## src/rtl/sys_ctrl_frame.sv

```systemverilog
// Command-frame controller: decodes UART RX frames, drives RF/ALU, returns bytes to TX.
// Build option ERR_RESP_EN: reply 0xEE to an unknown command byte instead of ignoring it.
module sys_ctrl_frame #(
  parameter int DATA_WIDTH = 8,
  parameter int ADDR_WIDTH = 4,
  parameter int FUN_WIDTH  = 4
) (
  input  logic                    CLK,
  input  logic                    RST,
  input  logic [DATA_WIDTH-1:0]   RX_P_DATA,
  input  logic                    RX_D_VLD,
  input  logic [DATA_WIDTH-1:0]   RF_RD_DATA,
  input  logic                    RF_RD_DATA_VLD,
  input  logic [2*DATA_WIDTH-1:0] ALU_OUT,
  input  logic                    ALU_OUT_VLD,
  input  logic                    TX_BUSY,
  output logic [ADDR_WIDTH-1:0]   RF_ADDR,
  output logic                    RF_WR_EN,
  output logic                    RF_RD_EN,
  output logic [DATA_WIDTH-1:0]   RF_WR_DATA,
  output logic                    ALU_EN,
  output logic [FUN_WIDTH-1:0]    ALU_FUN,
  output logic                    CLK_GATE_EN,
  output logic [DATA_WIDTH-1:0]   TX_P_DATA,
  output logic                    TX_D_VLD
);

  localparam logic [DATA_WIDTH-1:0] CMD_WR = DATA_WIDTH'(8'hAA);
  localparam logic [DATA_WIDTH-1:0] CMD_RD = DATA_WIDTH'(8'hBB);
  localparam logic [DATA_WIDTH-1:0] CMD_AL = DATA_WIDTH'(8'hDD);
`ifdef ERR_RESP_EN
  localparam logic [DATA_WIDTH-1:0] ERR_BYTE = DATA_WIDTH'(8'hEE);
`endif

  typedef enum logic [3:0] {
    S_IDLE,
    S_WR_ADDR,
    S_WR_DATA,
    S_RD_ADDR,
    S_RD_WAIT,
    S_ALU_FUN,
    S_ALU_WAIT,
    S_TX_SEND,
    S_TX_WAIT
  } state_t;

  state_t                  state;
  // Pending TX bytes, low byte sent first; shifted down per send.
  logic [2*DATA_WIDTH-1:0] tx_buf;
  logic [1:0]              tx_left;
  // Set once TX_BUSY is seen high after a strobe, so one strobe
  // can never be mistaken for a finished transmission.
  logic                    busy_seen;

  // Frame FSM with all outputs registered; strobes default low.
  always_ff @(posedge CLK) begin
    if (RST) begin
      state       <= S_IDLE;
      tx_buf      <= '0;
      tx_left     <= '0;
      busy_seen   <= 1'b0;
      RF_ADDR     <= '0;
      RF_WR_EN    <= 1'b0;
      RF_RD_EN    <= 1'b0;
      RF_WR_DATA  <= '0;
      ALU_EN      <= 1'b0;
      ALU_FUN     <= '0;
      CLK_GATE_EN <= 1'b0;
      TX_P_DATA   <= '0;
      TX_D_VLD    <= 1'b0;
    end else begin
      RF_WR_EN <= 1'b0;
      RF_RD_EN <= 1'b0;
      TX_D_VLD <= 1'b0;
      unique case (state)
        S_IDLE: begin
          if (RX_D_VLD) begin
            if (RX_P_DATA == CMD_WR) begin
              state <= S_WR_ADDR;
            end else if (RX_P_DATA == CMD_RD) begin
              state <= S_RD_ADDR;
            end else if (RX_P_DATA == CMD_AL) begin
              state <= S_ALU_FUN;
            end else begin
`ifdef ERR_RESP_EN
              tx_buf  <= {{DATA_WIDTH{1'b0}}, ERR_BYTE};
              tx_left <= 2'd1;
              state   <= S_TX_SEND;
`else
              state   <= S_IDLE;
`endif
            end
          end
        end
        S_WR_ADDR: begin
          if (RX_D_VLD) begin
            RF_ADDR <= RX_P_DATA[ADDR_WIDTH-1:0];
            state   <= S_WR_DATA;
          end
        end
        S_WR_DATA: begin
          if (RX_D_VLD) begin
            RF_WR_DATA <= RX_P_DATA;
            RF_WR_EN   <= 1'b1;
            state      <= S_IDLE;
          end
        end
        S_RD_ADDR: begin
          if (RX_D_VLD) begin
            RF_ADDR  <= RX_P_DATA[ADDR_WIDTH-1:0];
            RF_RD_EN <= 1'b1;
            state    <= S_RD_WAIT;
          end
        end
        S_RD_WAIT: begin
          if (RF_RD_DATA_VLD) begin
            tx_buf  <= {{DATA_WIDTH{1'b0}}, RF_RD_DATA};
            tx_left <= 2'd1;
            state   <= S_TX_SEND;
          end
        end
        S_ALU_FUN: begin
          if (RX_D_VLD) begin
            ALU_FUN     <= RX_P_DATA[FUN_WIDTH-1:0];
            ALU_EN      <= 1'b1;
            CLK_GATE_EN <= 1'b1;
            state       <= S_ALU_WAIT;
          end
        end
        S_ALU_WAIT: begin
          if (ALU_OUT_VLD) begin
            ALU_EN      <= 1'b0;
            CLK_GATE_EN <= 1'b0;
            tx_buf      <= ALU_OUT;
            tx_left     <= 2'd2;
            state       <= S_TX_SEND;
          end
        end
        S_TX_SEND: begin
          if (!TX_BUSY) begin
            TX_P_DATA <= tx_buf[DATA_WIDTH-1:0];
            TX_D_VLD  <= 1'b1;
            tx_buf    <= tx_buf >> DATA_WIDTH;
            tx_left   <= tx_left - 2'd1;
            busy_seen <= 1'b0;
            state     <= S_TX_WAIT;
          end
        end
        S_TX_WAIT: begin
          if (!busy_seen) begin
            if (TX_BUSY) begin
              busy_seen <= 1'b1;
            end
          end else if (!TX_BUSY) begin
            if (tx_left != 2'd0) begin
              state <= S_TX_SEND;
            end else begin
              state <= S_IDLE;
            end
          end
        end
        default: begin
          state <= S_IDLE;
        end
      endcase
    end
  end

endmodule

```

## config.mk

```make
export PLATFORM = sky130hd
export DESIGN_NAME = sys_ctrl_frame
export DESIGN_NICKNAME = d
export VERILOG_FILES = /design/src/rtl/sys_ctrl_frame.sv
export SDC_FILE = /design/constraint.sdc
export NUM_CORES = 1
export LEC_CHECK = 0
export BUFFER_PORTS_ARGS = -buffer_cell sky130_fd_sc_hd__buf_2
export CAP_MARGIN = 10
export CORE_MARGIN = 5
export CORE_UTILIZATION = 49
export DETAILED_ROUTE_END_ITERATION = 7
export HOLD_SLACK_MARGIN = 0.12
export PLACE_DENSITY = 0.86
export RECOVER_POWER = 50
export SETUP_SLACK_MARGIN = 0.2
export SLEW_MARGIN = 20
export SYNTH_ARGS = -nofsm -noshare
export SYNTH_HDL_FRONTEND = slang
export SYNTH_SLANG_ARGS = --single-unit
```

## constraint.sdc

```tcl
create_clock -name CLK -period 2.9 [get_ports CLK]
set_clock_uncertainty 0.05 [all_clocks]
set_input_delay 0.29 -clock CLK [delete_from_list [all_inputs] [get_ports CLK]]
set_output_delay 0.29 -clock CLK [all_outputs]
set_load 0.01 [all_outputs]
```

==> results.cfg <==
[clock_tree]
cts_sinks = 51
hold_buffers = 0
worstSkewPairLatency_ps = 300
ctsResizeCount = 0
cts_inserted_buffers = 5
cts_root_buffer = clkbuf_8
cts_setup_buffers = 0
cts_tree = done
path_clk_slew_ps = 100
cts_max_level = 2
cts_max_path_buffers = 2

[synthesis]
yosys-top-cells-count = dfxtp_1 (51), nand2_1 (35), mux2i_1 (33), nor2_1 (29), a21oi_1 (24)
async_flop_share_pct = 0
ys_seq_area_share_pct = 43.1
synth_area_sq_um = 2370
synthFlopType = dfxtp_1
synth.distinct_cells = 45
yosysWarnings = 0
yosysTopAreaCellShare_pct = 43.1
synthesis.nets = 301
synth.largest_area_cell = dfxtp_1
ys_seq_elements = 51
yosysMostFrequentCell = dfxtp_1
syn_area_per_cell_sq_um = 9.04
synth-edff-count = 0
synthTopCellsByArea = dfxtp_1 (43%), mux2i_1 (14%), nand2_1 (5.5%)
syn_inst = 262

[routing]
dr.pass1.iters = 4
routed_via_density = 5.38
drc = 0
vias = 2075
finalWirelength_um = 5640
final_antenna_net_count = 0
drtIter0Drc = 198
wl_per_cell_um = 14.6

[worst_setup_path]
worstRegToRegCells = 4
path_max_fanout = 18
arrival_ps = 2360
r2r_slack_ps = 720
r2r_end = tx_buf[7]$_SDFFE_PP0P_
rr_startpoint = state[1]$_SDFFE_PP0P_
critPathKind = reg -> reg
cp-start-kind = flip-flop
critPathRequiredTime_ps = 3080
endpoint_kind = flip-flop

[sta]
rsz0062_at_grt = no
hold_viol = 0
tightest_slew_ps = 847
max_freq_mhz = 458
fin_crit_sh_pct = 75.3
relSlewSlack_pct = 43.1
maxSlewViolCount = 0
fin_setup_tns_ps = 0
setup_violations = 0
min_period_ps = 2180

[pwr]
finalPower_uw = 1260
p_clk_share_pct = 33.0
cellPowerDensity_nw_per_um2 = 458
netSwitchingFraction_pct = 25.4
pwr-share-seq_pct = 57.6
p_comb_share_pct = 9.4
power.switching_uw = 320
leakage_uw = 0.00102
intPower_uw = 938
irDropWorstVdd_uv = 360

[floorplanning]
ioPinCount = 67
fp.coreArea_sq_um = 4720
fp-row-count = 25
start_util_pct = 50.1
die_area_sq_um = 6320
die_y_um = 79.5
chipWidth_um = 79.5

[flow_run]
cap_viol_max_count = 0

[grt]
grt_overflow_total = 0
grt_max_degree = 49
grt_pass1_wl_um = 9360
antenna_found_initial = 0
grt_pass1_vias = 1983
grt.total_usage_pct = 18.3

[finish]
fill_cells = 429
num_antenna_cells = 0
fin_nets = 357
fin_area_sq_um = 2750
area_growth_pct = 16.0
layout-drive-gt1-share_pct = 17.2

[min_path]
min_path_type = in -> reg
min_to = tx_buf[15]$_SDFFE_PP0P_
hold_start = ALU_OUT[15]
whs_path_depth = 3

[place]
dp_hpwl_um = 4040
port_buffers = 66
postPlaceCellArea_sq_um = 2700
gp_congestion = 0.927

[run_status]
status = completed
sequential cells by signal (all words and copies together) (netlist names):
register	count
CLK_GATE_EN	1
state	4
tx_buf	16
RF_WR_DATA	8
TX_D_VLD	1
RF_ADDR	4
busy_seen	1
RF_WR_EN	1
RF_RD_EN	1
TX_P_DATA	8
tx_left	2
ALU_FUN	4
critical path, cell delays in order (launching register included):
cell and delay [ps]:
dfxtp_1 710, mux2i_2 420, a2bb2oi_2 620, nand2_1 130, a21oi_1 170
per-stage QoR:
| step | utilization (%) | hold WS (ps) | instances | setup WS (ps) |
|---|---|---|---|---|
| final | 58.1 | 184 | 386 | 717 |
| after global routing | 58.1 | 175 | 386 | 525 |
| after CTS | 59.1 | 180 | 386 | 714 |
| after detailed placement | 57.2 | 395 | 378 | 720 |
| after global placement | 57.2 | 387 | 378 | 849 |
| after floorplan | - | 382 | 262 | 1310 |
worst max path at each step:
stage | end | start | cells past startpoint
CTS | tx_buf[7]$_SDFFE_PP0P_ | state[1]$_SDFFE_PP0P_ | 4
floorplan | state[2]$_SDFFE_PP0P_ | state[2]$_SDFFE_PP0P_ | 4
finish | tx_buf[7]$_SDFFE_PP0P_ | state[1]$_SDFFE_PP0P_ | 4
detailed placement | tx_buf[7]$_SDFFE_PP0P_ | state[1]$_SDFFE_PP0P_ | 4
global placement | tx_buf[15]$_SDFFE_PP0P_ | state[1]$_SDFFE_PP0P_ | 4
global route | TX_P_DATA[1]$_SDFFE_PP0P_ | state[0]$_SDFFE_PP0P_ | 4
cells by family (layout without fill, tap and decap cells):
logic type,after synthesis,count (layout),share of synthesized area (%)
adders and majority gates,1,1,0.528
buffers and inverters,27,84,5.60
AOI/OAI and AO/OA,49,49,15.0
muxes,34,34,14.5
and+or+nand+nor,100,100,21.3
DFF,51,51,43.1
per-layer routing:
layer	vias up	track usage, %	share of wire [%]
met5	-	0	0
met4	0	7.04	1.7
met3	11	3.27	4.9
met2	56	28.5	50
met1	976	25.1	43
li1	1032	-	-
cells in the final DEF (no fill, tap or decap), types with 3 or more instances in the layout:
cell      count
dfxtp_1      51
buf_2        37
nand2_1      35
mux2i_1      33
clkbuf_1     31
nor2_1       29
a21oi_1      24
nand3_1       9
o211ai_1      8
inv_1         6
clkbuf_8      5
nand2b_1      4
nor4bb_1      3
nor3_1        3
o21ai_0       3
a41oi_1       3
buf_4         3
area by class of cell:
| type | count | area, sq um | area share (%) |
|---|---|---|---|
| clock buffer | 6 | 72.6 | 2.64 |
| clock inverter | 2 | 16.3 | 0.592 |
| inverter | 6 | 22.5 | 0.820 |
| multi-input combinational | 184 | 1210 | 44.1 |
| sequential | 51 | 1020 | 37.2 |
| tap | 67 | 83.8 | 3.05 |
| timing repair buffer | 70 | 320 | 11.7 |
power by group through the flow:
| stage | clock network (uW) | logic, uW | registers, uW |
|---|---|---|---|
| finish | 415 | 119 | 724 |
| global route | 457 | 130 | 727 |
| CTS | 419 | 121 | 724 |
| floorplan | 0 | 77.2 | 733 |
| detailed placement | 0 | 120 | 740 |
| global placement | 0 | 118 | 739 |
No activity file was read; power rests on OpenSTA's default activity.
